`src/rtl/xbar_pkg.sv`:
```
// Shared crossbar definitions: FSM state encoding, command codes, default widths.
package xbar_pkg;

  localparam int unsigned XBAR_ADDR_W = 32;
  localparam int unsigned XBAR_DATA_W = 32;
  localparam int unsigned XBAR_ID_W   = 2;

  localparam logic CMD_READ  = 1'b0;
  localparam logic CMD_WRITE = 1'b1;

  typedef enum logic [1:0] {
    IDLE = 2'b00,
    REQ  = 2'b01,
    RESP = 2'b10
  } state_t;

  // Width of a counter able to hold 0..t; never narrower than one bit.
  function automatic int unsigned cnt_width(input int unsigned t);
    return (t == 0) ? 1 : $clog2(t + 1);
  endfunction

endpackage

```
`src/rtl/slave_port_timer.sv`:
```
// Watchdog for the slave port: counts enabled cycles and flags the terminal one.
module slave_port_timer
  import xbar_pkg::*;
#(
  parameter int unsigned TIMEOUT_CYCLES = 256
) (
  input  logic clk,
  input  logic rst,
  input  logic clear,
  input  logic enable,
  output logic expire
);

  generate
    if (TIMEOUT_CYCLES == 0) begin : g_off
      logic unused_inputs;
      assign unused_inputs = clk ^ rst ^ clear ^ enable;
      assign expire        = 1'b0;
    end else begin : g_on
      localparam int unsigned     CW   = cnt_width(TIMEOUT_CYCLES);
      localparam logic [CW-1:0]   LAST = CW'(TIMEOUT_CYCLES - 1);

      logic [CW-1:0] count;

      // Count enabled cycles; hold at the terminal value so the counter cannot wrap.
      always_ff @(posedge clk) begin
        if (rst || clear) begin
          count <= '0;
        end else if (enable && (count != LAST)) begin
          count <= count + CW'(1);
        end
      end

      assign expire = enable && (count == LAST);
    end
  endgenerate

endmodule

```
`src/rtl/slave_port_ctrl.sv`:
```
// Slave-side crossbar port: latches a granted request, holds it to the slave
// until ack or watchdog timeout, then returns a single ack pulse to the crossbar.
module slave_port_ctrl
  import xbar_pkg::*;
#(
  parameter int unsigned ADDR_W         = XBAR_ADDR_W,
  parameter int unsigned DATA_W         = XBAR_DATA_W,
  parameter int unsigned ID_W           = XBAR_ID_W,
  parameter int unsigned TIMEOUT_CYCLES = 256
) (
  input  logic              clk,
  input  logic              rst,
  input  logic              req_from_crossbar,
  input  logic [ADDR_W-1:0] addr_from_crossbar,
  input  logic [DATA_W-1:0] wdata_from_crossbar,
  input  logic              cmd_from_crossbar,
  input  logic              connect_approved_from_crossbar,
  input  logic [ID_W-1:0]   master_id_from_crossbar,
  output logic              ack_to_crossbar,
  output logic [DATA_W-1:0] rdata_to_crossbar,
  output logic              err_to_crossbar,
  output logic [ID_W-1:0]   master_id_to_crossbar,
  output logic              busy_to_crossbar,
  output logic              req_to_slave,
  output logic [ADDR_W-1:0] addr_to_slave,
  output logic [DATA_W-1:0] wdata_to_slave,
  output logic              cmd_to_slave,
  input  logic              ack_from_slave,
  input  logic [DATA_W-1:0] rdata_from_slave
);

  state_t              state;
  logic [ADDR_W-1:0]   lat_addr;
  logic [DATA_W-1:0]   lat_wdata;
  logic                lat_cmd;
  logic [ID_W-1:0]     lat_id;
  logic [DATA_W-1:0]   resp_rdata;
  logic                resp_err;
  logic                expire;

  // Counter runs only in REQ and is held clear otherwise, so it restarts on every entry.
  slave_port_timer #(
    .TIMEOUT_CYCLES(TIMEOUT_CYCLES)
  ) u_timer (
    .clk    (clk),
    .rst    (rst),
    .clear  (state != REQ),
    .enable (state == REQ),
    .expire (expire)
  );

  // Transaction FSM with request and response latches.
  always_ff @(posedge clk) begin
    if (rst) begin
      state      <= IDLE;
      lat_addr   <= '0;
      lat_wdata  <= '0;
      lat_cmd    <= CMD_READ;
      lat_id     <= '0;
      resp_rdata <= '0;
      resp_err   <= 1'b0;
    end else begin
      case (state)
        IDLE: begin
          if (req_from_crossbar && connect_approved_from_crossbar) begin
            lat_addr  <= addr_from_crossbar;
            lat_wdata <= wdata_from_crossbar;
            lat_cmd   <= cmd_from_crossbar;
            lat_id    <= master_id_from_crossbar;
            state     <= REQ;
          end
        end
        REQ: begin
          // A slave ack on the terminal watchdog cycle still completes cleanly.
          if (ack_from_slave) begin
            resp_rdata <= (lat_cmd == CMD_READ) ? rdata_from_slave : '0;
            resp_err   <= 1'b0;
            state      <= RESP;
          end else if (expire) begin
            resp_rdata <= '0;
            resp_err   <= 1'b1;
            state      <= RESP;
          end
        end
        RESP:    state <= IDLE;
        default: state <= IDLE;
      endcase
    end
  end

  // Outputs decode state and latches only; everything outside its valid window reads 0.
  always_comb begin
    ack_to_crossbar       = (state == RESP);
    rdata_to_crossbar     = (state == RESP) ? resp_rdata : '0;
    err_to_crossbar       = (state == RESP) && resp_err;
    master_id_to_crossbar = (state == RESP) ? lat_id : '0;
    busy_to_crossbar      = (state != IDLE);
    req_to_slave          = (state == REQ);
    addr_to_slave         = (state == REQ) ? lat_addr : '0;
    wdata_to_slave        = ((state == REQ) && (lat_cmd == CMD_WRITE)) ? lat_wdata : '0;
    cmd_to_slave          = (state == REQ) && lat_cmd;
  end

endmodule

```
`config.mk`:
```
export PLATFORM = sky130hd
export DESIGN_NAME = slave_port_ctrl
export DESIGN_NICKNAME = d
export VERILOG_FILES = /design/src/rtl/xbar_pkg.sv /design/src/rtl/slave_port_timer.sv /design/src/rtl/slave_port_ctrl.sv
export SDC_FILE = /design/constraint.sdc
export NUM_CORES = 1
export LEC_CHECK = 0
export CORE_MARGIN = 2
export CORE_UTILIZATION = 40
export DETAILED_ROUTE_END_ITERATION = 8
export GPL_TIMING_DRIVEN = 0
export PLACE_DENSITY = 0.78
export RECOVER_POWER = 100
export SETUP_SLACK_MARGIN = 0.3
export SYNTH_ARGS = -nofsm -noshare
export SYNTH_HDL_FRONTEND = slang
export SYNTH_SLANG_ARGS = --single-unit
```
`constraint.sdc`:
```
create_clock -name clk -period 2.2 [get_ports clk]
set_clock_uncertainty 0.2 [all_clocks]
set_input_delay 0.66 -clock clk [delete_from_list [all_inputs] [get_ports clk]]
set_output_delay 0.66 -clock clk [all_outputs]
set_load 0.02 [all_outputs]
```
### Yosys cells after proc, flatten, opt, wreduce, memory -nomap -nowiden

Index checks and enable logic that the tools add are counted.
Widths: inputs -> output; s select.

| storage, ports and cells | value |
|---|---|
| register bits | 111 |
| word-level logic and storage cells | 41 |
| input port bits | 104 |
| output and inout bits | 103 |

| operators by class | value |
|---|---|
| equality and inequality tests | 7 |
| $add $sub $neg | 1 |
| mux-type cells | 13 |
| reductions and logical operators | 12 |

Operators with widths:

| cell | number |
|---|---|
| $mux 32 | 6 |
| $add 9x1->9 const B | 1 |
| $eq 9x8->1 const B | 1 |
| $ne 9x8->1 const B | 1 |
| $mux 2 | 4 |
| $reduce_and 2->1 | 3 |
| $logic_and 1x1->1 | 5 |
| $pmux 2 s2 | 1 |
| $reduce_bool 2->1 | 2 |
| $ne 3x3->1 const B | 1 |
| $eq 2x1->1 const B | 1 |
| $eq 2x2->1 const B | 1 |
| $logic_not 2->1 | 1 |
| $mux 1 | 2 |
| $ne 2x1->1 const B | 1 |
| $ne 2x2->1 const B | 1 |
| $logic_or 1x1->1 | 1 |

### Longest topological paths before layout

Gate-level depths: netlist (run 1).

| logic depth | value |
|---|---|
| depth after elaboration | 5 |
| gate-level depth with buffers | 8 |
| gate-level depth less buffers | 7 |

### Cells and area by module

Synthesis (run 1) repeated with hierarchy kept, for this count alone.

| second synthesis, totals | value |
|---|---|
| cell total of the unflattened synthesis | 617 |
| area total of the unflattened synthesis | 4878.4 um2 |

By module, submodules not included:

| module | sequential area each (um2) | area each (um2) | times used | cells an instance |
|---|---|---|---|---|
| slave_port_ctrl | 2042.0 | 4435.5 | 1 | 567 |
| slave_port_timer | 180.2 | 442.9 | 1 | 50 |

### Least setup slack after synthesis (run 1)

OpenSTA, ideal clock, no wires.

| timing path | value |
|---|---|
| path kind | flip-flop to output port |
| start point | register state[1] |
| end point | output port master_id_to_crossbar[0] |
| arrival | 1305 ps |
| data required time | 1340 ps |
| setup slack | 35 ps |
| cell stages (with the launch flop) | 4 |
| path buffers | 1 |
| cell sequence | dfxtp_1 -> nor2b_1 -> clkbuf_1 -> and2_1 |

| between the ends | value |
|---|---|
| cells in the longest elaborated chain, start to end | 2 |

Ends and longest elaborated chain:

| element | RTL line | RTL |
|---|---|---|
| start, declared | slave_port_ctrl.sv:32 | `state_t state;` |
| start signal, assigned | slave_port_ctrl.sv:55 | `state <= IDLE;` |
| start signal, assigned | slave_port_ctrl.sv:70 | `state <= REQ;` |
| start signal, assigned | slave_port_ctrl.sv:78 | `state <= RESP;` |
| $eq 2x2->1 | - |  |
| net ack_to_crossbar | slave_port_ctrl.sv:19 | `output logic ack_to_crossbar,` |
| $mux 2 | slave_port_ctrl.sv:96 | `master_id_to_crossbar = (state == RESP) ? lat_id : '0;` |
| end, declared | slave_port_ctrl.sv:22 | `output logic [ID_W-1:0] master_id_to_crossbar,` |

The timed path passes the listed nets, and every way through them passes these cells.

### Worst setup path after layout (run 1)

| timing path | value |
|---|---|
| start point | register state[0] |
| end point | output port addr_to_slave[21] |

| between the ends | value |
|---|---|
| cells in the longest elaborated chain, start to end | 2 |

Ends and longest elaborated chain:

| element | RTL line | RTL |
|---|---|---|
| $eq 2x1->1 | slave_port_ctrl.sv:99 | `addr_to_slave = (state == REQ) ? lat_addr : '0;` |
| $mux 32 | slave_port_ctrl.sv:99 |  |
| end, declared | slave_port_ctrl.sv:25 | `output logic [ADDR_W-1:0] addr_to_slave,` |

Every way passes these cells.

==> summary.txt, run 1 <==
Outcome
  – Status: finished, violations left
  – Failing checks: setup timing

Synthesis
  – Netlist cell types: 30
  – Synth top area cells: dfxtp_1 (49%), nand2_1 (11%), and2_1 (9.4%)
  – EDFF count, synth: 0
  – Net count after synthesis: roughly 650
  – Post-Syn Area: about 4500 um2
  – Post-synthesis sequential area ratio: 49.1%
  – Seq cells post-synth: approximately 110
  – Synth top area share: 49.1%
  – Warnings from Yosys: 0
  – Mapped Cells: 540
  – Async SR Flop Fraction: 0%
  – Syn_area_per_cell: 8.38 um2
  – Post-synth top area cell: dfxtp_1
  – Ys flop type: dfxtp_1

STA
  – Final min period: 2460 ps
  – Final Cycle Share: 112%
  – RSZ-0062 raised after global routing: yes
  – Slew headroom: around two thirds
  – Fin worst setup slack: -258 ps
  – Setup Viol. Count Final: 102
  – Slew of the pin with the lowest slew margin: ~500 ps
  – Slew Limit Fails: 0
  – Fmax: 407 MHz
  – Final Hold Vio Count: 0

Setup path
  – Cell family with most CP delay: buffers and inverters
  – Crit path largest cell delay: 360 ps
  – CP Launch Type: flip-flop
  – Crit-path max FO: 6
  – Critical path class: reg -> out
  – Crit path top cell by count: buf_8
  – Buffers and inverters on the worst path: 4
  – Worst path slowest cell: dfxtp_4
  – Crit path required time: ~1300 ps
  – Crit-path cells: nor2b_4 > buf_8 > buf_8 > clkbuf_16 > and2_4 > buf_6
  – CP Capture Type: output pin
  – Crit. Startpoint: state[0]
  – Worst R2R Start: state[0]
  – WP data arrival: 1600 ps

Finish
  – Seq. cell area: 2240 um2
  – Design area: 7860 um2
  – Non-Filler Instances: 930
  – Most common cell after layout, fill and taps aside: nand2_1
  – Area growth syn-to-layout: 73.6%
  – Fill count: 810
  – Footprint of the multi-input gates: 2340 um2
  – Layout net count: 892
  – Layout cells sized above 1: a little under two fifths
  – Commonest cells after routing, fill and taps aside: nand2_1 (136), dfxtp_1 (103), clkdlybuf4s50_1 (99)

Placed design
  – Placed insts: 885
  – Port bufs: a little over 200
  – Area after DPL: roughly 6900 um2
  – Pre-CTS WS: -578 ps
  – Dpl hpwl: roughly 10000 um
  – GPL Wtd Cong: 0.806

Die
  – Core area: 10900 um2
  – Die area: roughly 12000 um2
  – Die X: 110 um
  – Starting Density: 41.4%
  – I/O pin total: 207
  – Die Ht: 110 um
  – FP Rows: 38

Detailed routing
  – Routed WL: 15200 um
  – Starting DRT DRC Count: about 230
  – Drt pass-1 iters: 4
  – Top Layer Used: met4
  – Vias per cell: approximately 5.1
  – Via count: ~4700
  – Met1 Wirelength: slightly below 6000 um
  – WL met2: 7480 um
  – Met3 WL post-DR: between 1000 and 1500 um
  – DRC Markers: 0
  – Routed len/inst: 16.4 um
  – Detail Route Antenna Nets: 0

Hold path
  – Min-delay src: lat_id[1]
  – Worst min path class: reg -> reg

Clock tree
  – CTS tree: done
  – CTS clk-pin slew, worst paths: roughly 70 ps
  – Clk sinks: 111
  – CTS buffer count: 9
  – Clock latency at the later pin of the worst-skew pair: between 300 and 400 ps
  – CTS Hold Bufs: 0
  – Root Driver: clkbuf_16
  – Max Buffers Root-to-Sink: 2
  – H-tree Lvls: 3

GRT
  – Largest net degree at the start of global routing: 17
  – GRT overflow: 0
  – All-Layer GR Usage: 23.9%
  – Number of global-route vias before repair: 4573
  – Global-route wire length before repair: roughly 22000 um
  – Initial antenna violation count: 1

Power and ir drop
  – Static Leak: 3.35 nW
  – Peak supply drop: between 0.0003 and 0.0004 V
  – Pwr per Cell Area: approximately 550 nW/um2

Job
  – Maxcap violations: 0
[synthesized netlist by cell type, types with 2 or more instances]
master    count
dfxtp_1     111
or2_2         2
nor2b_1       3
and3_1       33
xor2_1        3
buf_6         7
o21ai_0       2
nor2_1       12
buf_2        15
nand4b_1      2
nand2_1     136
a21oi_1      73
a22o_1       32
or3_1         2
and2_1       68
ha_1          2
clkbuf_1     23
nand3_1       2
[report_power, final]
group | leakage [nW] | switching [mW] | internal (mW)
sequential | 0.908 | 0.0395 | 2.08
combinational | 2.31 | 0.249 | 0.345
clock | 0.134 | 0.706 | 0.902
[timing repair]
action / 4_1_cts / 5_1_grt
setup endpoints to repair: 162 / 197
setup buffers: 8 / 13
cloned: 5 / 4
resized for setup: 626 / 78
pin swaps: 27 / 39
[cell families after synthesis]
| kind of cell | synth area share [%] |
|---|---|
| buffers and inverters | 5.56 |
| and+or+nand+nor | 28.8 |
| AOI/OAI and AO/OA | 15.0 |
| adders and majority gates | 0.553 |
| xor gates and xnor gates | 0.774 |
| muxes | 0.221 |
| DFF | 49.1 |
[area by class of cell]
class,instances,share of cell area [%]
Sequential cell,111,28.5
Clock inverter,3,0.573
Tap cell,140,2.23
Buffer,46,5.13
Multi-Input combinational cell,382,29.7
Timing Repair Buffer,235,30.6
Antenna cell,1,0.0318
Inverter,1,0.0478
Clock buffer,11,3.09
[metrics by stage]
stage / hold WS [ps] / power [mW] / util [%] / TNS, ps
floorplan: 232 / 2.37 / - / 0
global placement: 237 / 2.64 / 63.0 / -51620
detailed placement: 242 / 2.65 / 63.0 / -54510
CTS: 252 / 4.31 / 68.1 / -18020
global route: 271 / 4.49 / 71.9 / -26510
finish: 250 / 4.32 / 71.9 / -20260
[sequential cells by signal, indices dropped and copies added, names as in the netlist]
register            cells
resp_err                1
lat_id                  2
state                   2
lat_cmd                 1
lat_wdata              32
resp_rdata             32
u_timer.g_on.count      9
lat_addr               32
[final timing paths]
kind	end	slack [ps]	cells after the start
max reg2reg	lat_wdata[26]	20	7
min	lat_id[1]	250	2
min reg2reg	lat_id[1]	250	2
max	addr_to_slave[21]	-260	6
[worst reg2reg max path: stages (launching register included)]
cell      delay, ps
dfxtp_4         350
buf_4           140
and4bb_2        270
clkbuf_1        280
clkbuf_1        450
buf_6           220
nand2_1          60
a21oi_1         140
[layer usage]
metal / vias to the layer above / track usage, %
met3: 28 / 7.82
met5: - / 0
li1: 2283 / -
met2: 208 / 40.9
met4: 0 / 10.2
met1: 2186 / 27.3
Note: power is estimated with default switching activity, not from simulation.
==> run 2: changes to the inputs <==
--- a/config.mk
+++ b/config.mk
@@ -5,11 +5,12 @@
 export SDC_FILE = /design/constraint.sdc
 export NUM_CORES = 1
 export LEC_CHECK = 0
+export ABC_AREA = 1
 export CORE_MARGIN = 2
 export CORE_UTILIZATION = 40
 export DETAILED_ROUTE_END_ITERATION = 8
 export GPL_TIMING_DRIVEN = 0
-export PLACE_DENSITY = 0.78
+export PLACE_DENSITY = 0.77
 export RECOVER_POWER = 100
 export SETUP_SLACK_MARGIN = 0.3
 export SYNTH_ARGS = -nofsm -noshare
==> run 2 against run 1 <==
Effect of this change:
- the flow still finishes with violations (setup timing)
- sequential power barely moved
- hold slack improved by 6.5 ps
- sequential cell count did not move
- synthesized cell count rose by 23%
- critical path depth did not move
- combinational power rose by 26%
- fmax rose by 5.1%
- clock power barely moved
- sequential share of layout area fell by 3.1 points
- critical path type unchanged
- cell area rose by 12%
- largest cell class unchanged
- core utilization rose by 4.6 points
==> summary.txt, run 2 <==
Finish
  – Fill count: 816 (was 810)
  – Commonest cells after routing, fill and taps aside: inv_1 (109), dfxtp_1 (107), clkdlybuf4s50_1 (100) (was nand2_1 (136), dfxtp_1 (103), clkdlybuf4s50_1 (99))
  – Largest regs: lat_addr (32), lat_wdata (32), resp_rdata (32) (unchanged)
  – Area growth syn-to-layout: 85.1% (was 73.6%)
  – Final Util: 76.4% (was 71.9%)
  – Non-Filler Instances: 1060 (was 930)
  – Most common cell after layout, fill and taps aside: inv_1 (was nand2_1)
  – Layout cells sized above 1: 35.2% (was 37.6%)
  – ANT cells: 0 (was 1)
  – Design area: 8760 um2 (was 7860 um2)
  – Layout net count: 1018 (was 892)

STA
  – Slew headroom: 60.3% (was 66.6%)
  – Fin worst setup slack: -138 ps (was -258 ps)
  – Worst hold slack: 257 ps (was 250 ps)
  – Setup Viol. Count Final: 92 (was 102)
  – Slew of the pin with the lowest slew margin: 594 ps (was 502 ps)
  – Fmax: 428 MHz (was 407 MHz)
  – Final Hold Vio Count: 0 (unchanged)
  – RSZ-0062 raised after global routing: yes (unchanged)
  – Final Cycle Share: 106% (was 112%)
  – Setup TNS: -9490 ps (was -20260 ps)
  – Final min period: 2340 ps (was 2460 ps)
  – Slew Limit Fails: 0 (unchanged)

GRT
  – Number of global-route vias before repair: 5135 (was 4573)
  – Initial antenna violation count: 0 (was 1)
  – All-Layer GR Usage: 23.7% (was 23.9%)
  – Global-route wire length before repair: 24500 um (was 22300 um)
  – Largest net degree at the start of global routing: 19 (was 17)
  – GRT overflow: 0 (unchanged)

Power and ir drop
  – Static Leak: 3.42 nW (was 3.35 nW)
  – Seq pwr share: 47.7% (was 49.1%)
  – Switching share of power: 26.6% (was 23.0%)
  – Psw: 1.19 mW (was 0.995 mW)
  – Peak supply drop: 0.000383 V (was 0.000359 V)
  – Clock power share: 35.7% (was 37.2%)
  – Int Power: 3.30 mW (was 3.33 mW)
  – Pwr per Cell Area: 513 nW/um2 (was 550 nW/um2)
  – Gate power share: 16.6% (was 13.7%)
  – Total power: 4.49 mW (was 4.32 mW)

Synthesis
  – Syn_area_per_cell: 7.14 um2 (was 8.38 um2)
  – Async SR Flop Fraction: 0% (unchanged)
  – Post-Syn Area: 4730 um2 (was 4530 um2)
  – Post-synthesis sequential area ratio: 46.9% (was 49.1%)
  – Mapped Cells: 663 (was 540)
  – Synth top area cells: dfxtp_1 (47%), nor2_1 (8.9%), inv_1 (8.8%) (was dfxtp_1 (49%), nand2_1 (11%), and2_1 (9.4%))
  – Post-synth top area cell: dfxtp_1 (unchanged)
  – Synth top area share: 46.9% (was 49.1%)
  – Netlist cell types: 25 (was 30)
  – Ys flop type: dfxtp_1 (unchanged)
  – Net count after synthesis: 769 (was 646)
  – Seq cells post-synth: 111 (unchanged)
  – Warnings from Yosys: 0 (unchanged)
  – EDFF count, synth: 0 (unchanged)
  – Post-synth top cells: nor2_1 (112), dfxtp_1 (111), inv_1 (111), a21oi_1 (76), o21ai_0 (71) (was nand2_1 (136), dfxtp_1 (111), a21oi_1 (73), and2_1 (68), and3_1 (33))
  – Most common cell in the synthesized netlist: nor2_1 (was nand2_1)

Clock tree
  – Root Driver: clkbuf_16 (unchanged)
  – H-tree Lvls: 3 (unchanged)
  – CTS clk-pin slew, worst paths: 80 ps (was 70 ps)
  – Clock latency at the later pin of the worst-skew pair: 340 ps (was 350 ps)
  – CTS tree: done (unchanged)
  – Max Buffers Root-to-Sink: 2 (unchanged)
  – CTS Hold Bufs: 0 (unchanged)
  – Clk sinks: 111 (unchanged)
  – CTS buffer count: 9 (unchanged)

Placed design
  – Area after DPL: 7510 um2 (was 6890 um2)
  – Pre-CTS WS: -356 ps (was -578 ps)
  – Placed insts: 1012 (was 885)
  – Port bufs: 206 (was 205)
  – Dpl hpwl: 11200 um (was 10500 um)
  – GPL Wtd Cong: 0.792 (was 0.806)

Setup path
  – Crit. Startpoint: state[1] (was state[0])
  – Crit-path max FO: 7 (was 6)
  – CP Launch Type: flip-flop (unchanged)
  – Critical path endpoint: rdata_to_crossbar[14] (was addr_to_slave[21])
  – WP data arrival: 1480 ps (was 1600 ps)
  – Critical path class: reg -> out (unchanged)
  – RR Endpoint: u_timer.g_on.count[7] (was lat_wdata[26])
  – Worst R2R Start: u_timer.g_on.count[0] (was state[0])
  – Reg2Reg Setup Slack: -40 ps (was 20 ps)
  – CP Capture Type: output pin (unchanged)
  – Crit path required time: 1340 ps (about the same)
  – R2R depth: 12 (was 7)

Outcome
  – Failing checks: setup timing (unchanged)
  – Status: finished, violations left (unchanged)

Die
  – Starting Density: 41.3% (was 41.4%)
  – Die area: 12700 um2 (was 12200 um2)
  – Die Ht: 113 um (was 110 um)
  – I/O pin total: 207 (unchanged)
  – Core area: 11500 um2 (was 10900 um2)
  – FP Rows: 39 (was 38)
  – Die X: 113 um (was 110 um)

Detailed routing
  – Via count: 5392 (was 4705)
  – Routed len/inst: 16.1 um (was 16.4 um)
  – Detail Route Antenna Nets: 0 (unchanged)
  – Routed WL: 17000 um (was 15200 um)
  – Vias per cell: 5.09 (was 5.06)
  – Starting DRT DRC Count: 339 (was 231)
  – Drt pass-1 iters: 8 (was 4)
  – DRC Markers: 0 (unchanged)

Hold path
  – Worst min path class: reg -> reg (unchanged)
  – Min-delay src: lat_addr[12] (was lat_id[1])

Job
  – Maxcap violations: 0 (unchanged)
-- run 2: cell type report --
class	count	area (um2)	share of cell area, %
Inverter	116	462	5.27
Timing Repair Buffer	235	2490	28.5
Clock buffer	11	253	2.88
Clock inverter	5	40.0	0.457
Timing Repair inverter	1	16.3	0.186
Sequential cell	111	2230	25.5
Buffer	46	415	4.74
Tap cell	143	179	2.04
Multi-Input combinational cell	392	2670	30.5
-- run 2: worst min path at each step --
stage                        end  slack [ps]  cells past startpoint
finish              lat_addr[12]         260                      2
global route        lat_addr[31]         270                      2
CTS                 lat_addr[12]         260                      2
detailed placement  lat_addr[12]         250                      2
global placement    lat_addr[11]         240                      2
floorplan            lat_addr[0]         230                      2
-- run 2: cells by family after synthesis --
group | count (synthesis) | synth area share (%)
AO/OA/AOI/OAI | 148 | 15.6
buffers and inverters | 162 | 14.2
AND/OR/NAND/NOR | 240 | 22.7
adder cells (fa/ha/maj) | 2 | 0.528
flip-flops | 111 | 46.9
-- run 2: power by group through the flow --
stage | registers (mW) | logic [mW] | clock network [mW]
global route | 2.15 | 0.805 | 1.70
detailed placement | 2.19 | 0.625 | 0
finish | 2.14 | 0.747 | 1.60
global placement | 2.18 | 0.610 | 0
floorplan | 2.18 | 0.325 | 0
CTS | 2.14 | 0.685 | 1.61
-- run 2: timing repair --
action | CTS | global route
gates cloned | 5 | 7
setup buffers | 11 | 9
pin swaps | 3 | 24
endpoints found under the setup margin | 208 | 214
resized for setup | 647 | 99
-- run 2: critical path: stages, from the launching register on --
cell	delay, ps
dfxtp_2	360
inv_4	60
nor2_4	130
clkinv_4	160
clkbuf_16	210
nor2_4	90
buf_6	120
-- run 2: routing by layer --
| metal | routed length (um) | track usage (%) | share of wire, % | up-vias |
|---|---|---|---|---|
| met5 | 0 | 0 | 0 | - |
| met4 | 335 | 6.99 | 2.0 | 0 |
| met3 | 1090 | 5.03 | 6.4 | 28 |
| met2 | 8760 | 42.2 | 51 | 211 |
| met1 | 6850 | 28.9 | 40 | 2536 |
| li1 | - | - | - | 2617 |
==> run 3: changes to the inputs <==
--- a/config.mk
+++ b/config.mk
@@ -5,14 +5,14 @@
 export SDC_FILE = /design/constraint.sdc
 export NUM_CORES = 1
 export LEC_CHECK = 0
-export ABC_AREA = 1
 export CORE_MARGIN = 2
-export CORE_UTILIZATION = 40
+export CORE_UTILIZATION = 42
 export DETAILED_ROUTE_END_ITERATION = 8
 export GPL_TIMING_DRIVEN = 0
-export PLACE_DENSITY = 0.77
+export PLACE_DENSITY = 0.81
 export RECOVER_POWER = 100
 export SETUP_SLACK_MARGIN = 0.3
+export SLEW_MARGIN = 25
 export SYNTH_ARGS = -nofsm -noshare
 export SYNTH_HDL_FRONTEND = slang
 export SYNTH_SLANG_ARGS = --single-unit
==> run 3 against run 2 <==
Effect of this change:
- the run still ends with setup timing left
- fmax fell by 6.1%
- critical path depth is 1 higher
- sequential cell count unchanged
- sequential power hardly changed
- largest cell class unchanged
- power decreased by 10%
- combinational power fell by 15%
- global-route usage up 2.6 points
- die area decreased by 8.7%
- wire length shrank 2.1%
- cell count decreased by 11%
- highest routed layer unchanged
- setup slack lost 150 ps
==> summary.txt, run 3 (same netlist as run 1, synthesis figures left out) <==
STA
  – Fmax: 402 MHz (was 428 MHz)
  – Slew of the pin with the lowest slew margin: 527 ps (was 594 ps)
  – Slew headroom: 64.9% (was 60.3%)
  – Final Hold Vio Count: 0 (unchanged)
  – Slew Limit Fails: 0 (unchanged)
  – Worst hold slack: 252 ps (was 257 ps)
  – RSZ-0062 raised after global routing: yes (unchanged)
  – Final min period: 2490 ps (was 2340 ps)
  – Setup Viol. Count Final: 102 (was 92)
  – Fin worst setup slack: -289 ps (was -138 ps)
  – Final Cycle Share: 113% (was 106%)

GRT
  – Global-route wire length before repair: 23900 um (was 24500 um)
  – All-Layer GR Usage: 26.3% (was 23.7%)
  – Number of global-route vias before repair: 4746 (was 5135)
  – Initial antenna violation count: 1 (was 0)
  – Largest net degree at the start of global routing: 19 (unchanged)
  – GRT overflow: 0 (unchanged)

Die
  – Starting Density: 43.4% (was 41.3%)
  – Die area: 11600 um2 (was 12700 um2)
  – Die Ht: 108 um (was 113 um)
  – Die X: 108 um (was 113 um)
  – Core area: 10400 um2 (was 11500 um2)
  – FP Rows: 37 (was 39)
  – I/O pin total: 207 (unchanged)

Clock tree
  – Clock latency at the later pin of the worst-skew pair: 360 ps (was 340 ps)
  – Root Driver: clkbuf_8 (was clkbuf_16)
  – Clk sinks: 111 (unchanged)
  – CTS tree: done (unchanged)
  – CTS buffer count: 9 (unchanged)
  – CTS Hold Bufs: 0 (unchanged)
  – H-tree Lvls: 3 (unchanged)
  – CTS clk-pin slew, worst paths: 100 ps (was 80 ps)
  – Max Buffers Root-to-Sink: 2 (unchanged)

Finish
  – Non-Filler Instances: 943 (was 1060)
  – Fill count: 715 (was 816)
  – Commonest cells after routing, fill and taps aside: nand2_1 (136), dfxtp_1 (106), clkdlybuf4s50_1 (99) (was inv_1 (109), dfxtp_1 (107), clkdlybuf4s50_1 (100))
  – Layout net count: 907 (was 1018)
  – Design area: 8050 um2 (was 8760 um2)
  – Largest regs: lat_addr (32), lat_wdata (32), resp_rdata (32) (unchanged)
  – Area growth syn-to-layout: 77.9% (was 85.1%)
  – Layout cells sized above 1: 38.5% (was 35.2%)
  – Most common cell after layout, fill and taps aside: nand2_1 (was inv_1)

Setup path
  – WP data arrival: 1630 ps (was 1480 ps)
  – Crit path largest cell delay: 370 ps (was 360 ps)
  – Cell family with most CP delay: buffers and inverters (unchanged)
  – Crit path top cell by count: buf_6 (was nor2_4)
  – Reg2Reg Setup Slack: 60 ps (was -40 ps)
  – Worst path slowest cell: dfxtp_4 (was dfxtp_2)
  – RR Endpoint: lat_wdata[26] (was u_timer.g_on.count[7])
  – Crit. Startpoint: state[0] (was state[1])
  – Worst R2R Start: state[0] (was u_timer.g_on.count[0])
  – Crit path required time: 1340 ps (about the same)
  – CP Launch Type: flip-flop (unchanged)
  – Crit-path max FO: 7 (unchanged)
  – CP Capture Type: output pin (unchanged)
  – Buffers and inverters on the worst path: 5 (was 4)
  – Crit-path cells: buf_4 > nor2b_4 > buf_12 > buf_8 > buf_6 > and2_4 > buf_6 (was inv_4 > nor2_4 > clkinv_4 > clkbuf_16 > nor2_4 > buf_6)
  – R2R depth: 8 (was 12)
  – Critical path class: reg -> out (unchanged)

Detailed routing
  – Via count: 4844 (was 5392)
  – Routed WL: 16700 um (was 17000 um)
  – Routed len/inst: 17.7 um (was 16.1 um)
  – Starting DRT DRC Count: 254 (was 339)
  – Vias per cell: 5.14 (was 5.09)
  – DRC Markers: 0 (unchanged)
  – Detail Route Antenna Nets: 0 (unchanged)
  – Drt pass-1 iters: 5 (was 8)

Placed design
  – Dpl hpwl: 10200 um (was 11200 um)
  – Placed insts: 881 (was 1012)
  – GPL Wtd Cong: 0.829 (was 0.792)
  – Area after DPL: 6890 um2 (was 7510 um2)
  – Port bufs: 205 (was 206)

Outcome
  – Status: finished, violations left (unchanged)
  – Failing checks: setup timing (unchanged)

Power and ir drop
  – Total power: 4.03 mW (was 4.49 mW)
  – Pwr per Cell Area: 500 nW/um2 (was 513 nW/um2)
  – Static Leak: 3.42 nW (about the same)
  – Peak supply drop: 0.000361 V (was 0.000383 V)

Hold path
  – Min-delay src: lat_addr[27] (was lat_addr[12])
  – Worst Hold Depth: 2 (unchanged)
  – Hold Path Sink: lat_addr[27] (was lat_addr[12])
  – Worst min path class: reg -> reg (unchanged)

Job
  – Maxcap violations: 0 (unchanged)
run 3: how the worst max path moves through the flow:
| stage | end | slack, ps | cells after the start |
|---|---|---|---|
| after floorplan | wdata_to_slave[10] | 260 | 4 |
| after global placement | rdata_to_crossbar[19] | -530 | 4 |
| after detailed placement | rdata_to_crossbar[12] | -560 | 4 |
| after CTS | addr_to_slave[13] | -270 | 6 |
| after global routing | rdata_to_crossbar[19] | -330 | 7 |
| final | rdata_to_crossbar[19] | -290 | 7 |
run 3: power breakdown:
part / total, mW / internal, mW / switching [mW]
Clock: 1.27 / 0.569 / 0.698
Combinational: 0.636 / 0.371 / 0.264
Sequential: 2.12 / 2.08 / 0.0418
Total: 4.03 / 3.02 / 1.00
run 3: repair_timing:
item / in CTS / in global routing
gates resized for setup: 679 / 80
buffers inserted: 22 / 8
gates cloned: 10 / 5
endpoints found under the setup margin: 178 / 140
pin swaps: 28 / 47
run 3: per-stage QoR:
| stage | utilization (%) | setup TNS (ps) | setup WS, ps |
|---|---|---|---|
| after floorplan | - | 0 | 263 |
| after global placement | 66.1 | -48490 | -532 |
| after detailed placement | 66.1 | -56770 | -564 |
| after CTS | 73.9 | -18490 | -272 |
| after global routing | 77.3 | -27560 | -331 |
| final | 77.3 | -20790 | -289 |
run 3: area by class of cell:
cell class / count / area (um2) / area share [%]
flip-flops and latches: 111 / 2230 / 27.7
repair buffers: 249 / 2630 / 32.7
clock inverters: 5 / 65.1 / 0.808
multi-input cells: 383 / 2360 / 29.3
well taps: 136 / 170 / 2.11
plain buffers: 46 / 442 / 5.49
clock buffers: 11 / 141 / 1.76
diodes: 1 / 2.50 / 0.0311
inverters: 1 / 3.75 / 0.0466
run 3: per-layer routing:
metal	part of all wire (%)	track usage, %	vias up
met4	2.7	9.25	0
met2	51	48.5	233
met5	0	0	-
met3	9.4	8.96	34
met1	37	27.6	2269
li1	-	-	2308
run 3: tightest hold or removal path, delay by kind of cell (launching register included):
family           cells  cell delay, ps
AND/OR/NAND/NOR      1              50
flip-flops           1             310
AO/OA/AOI/OAI        1              50
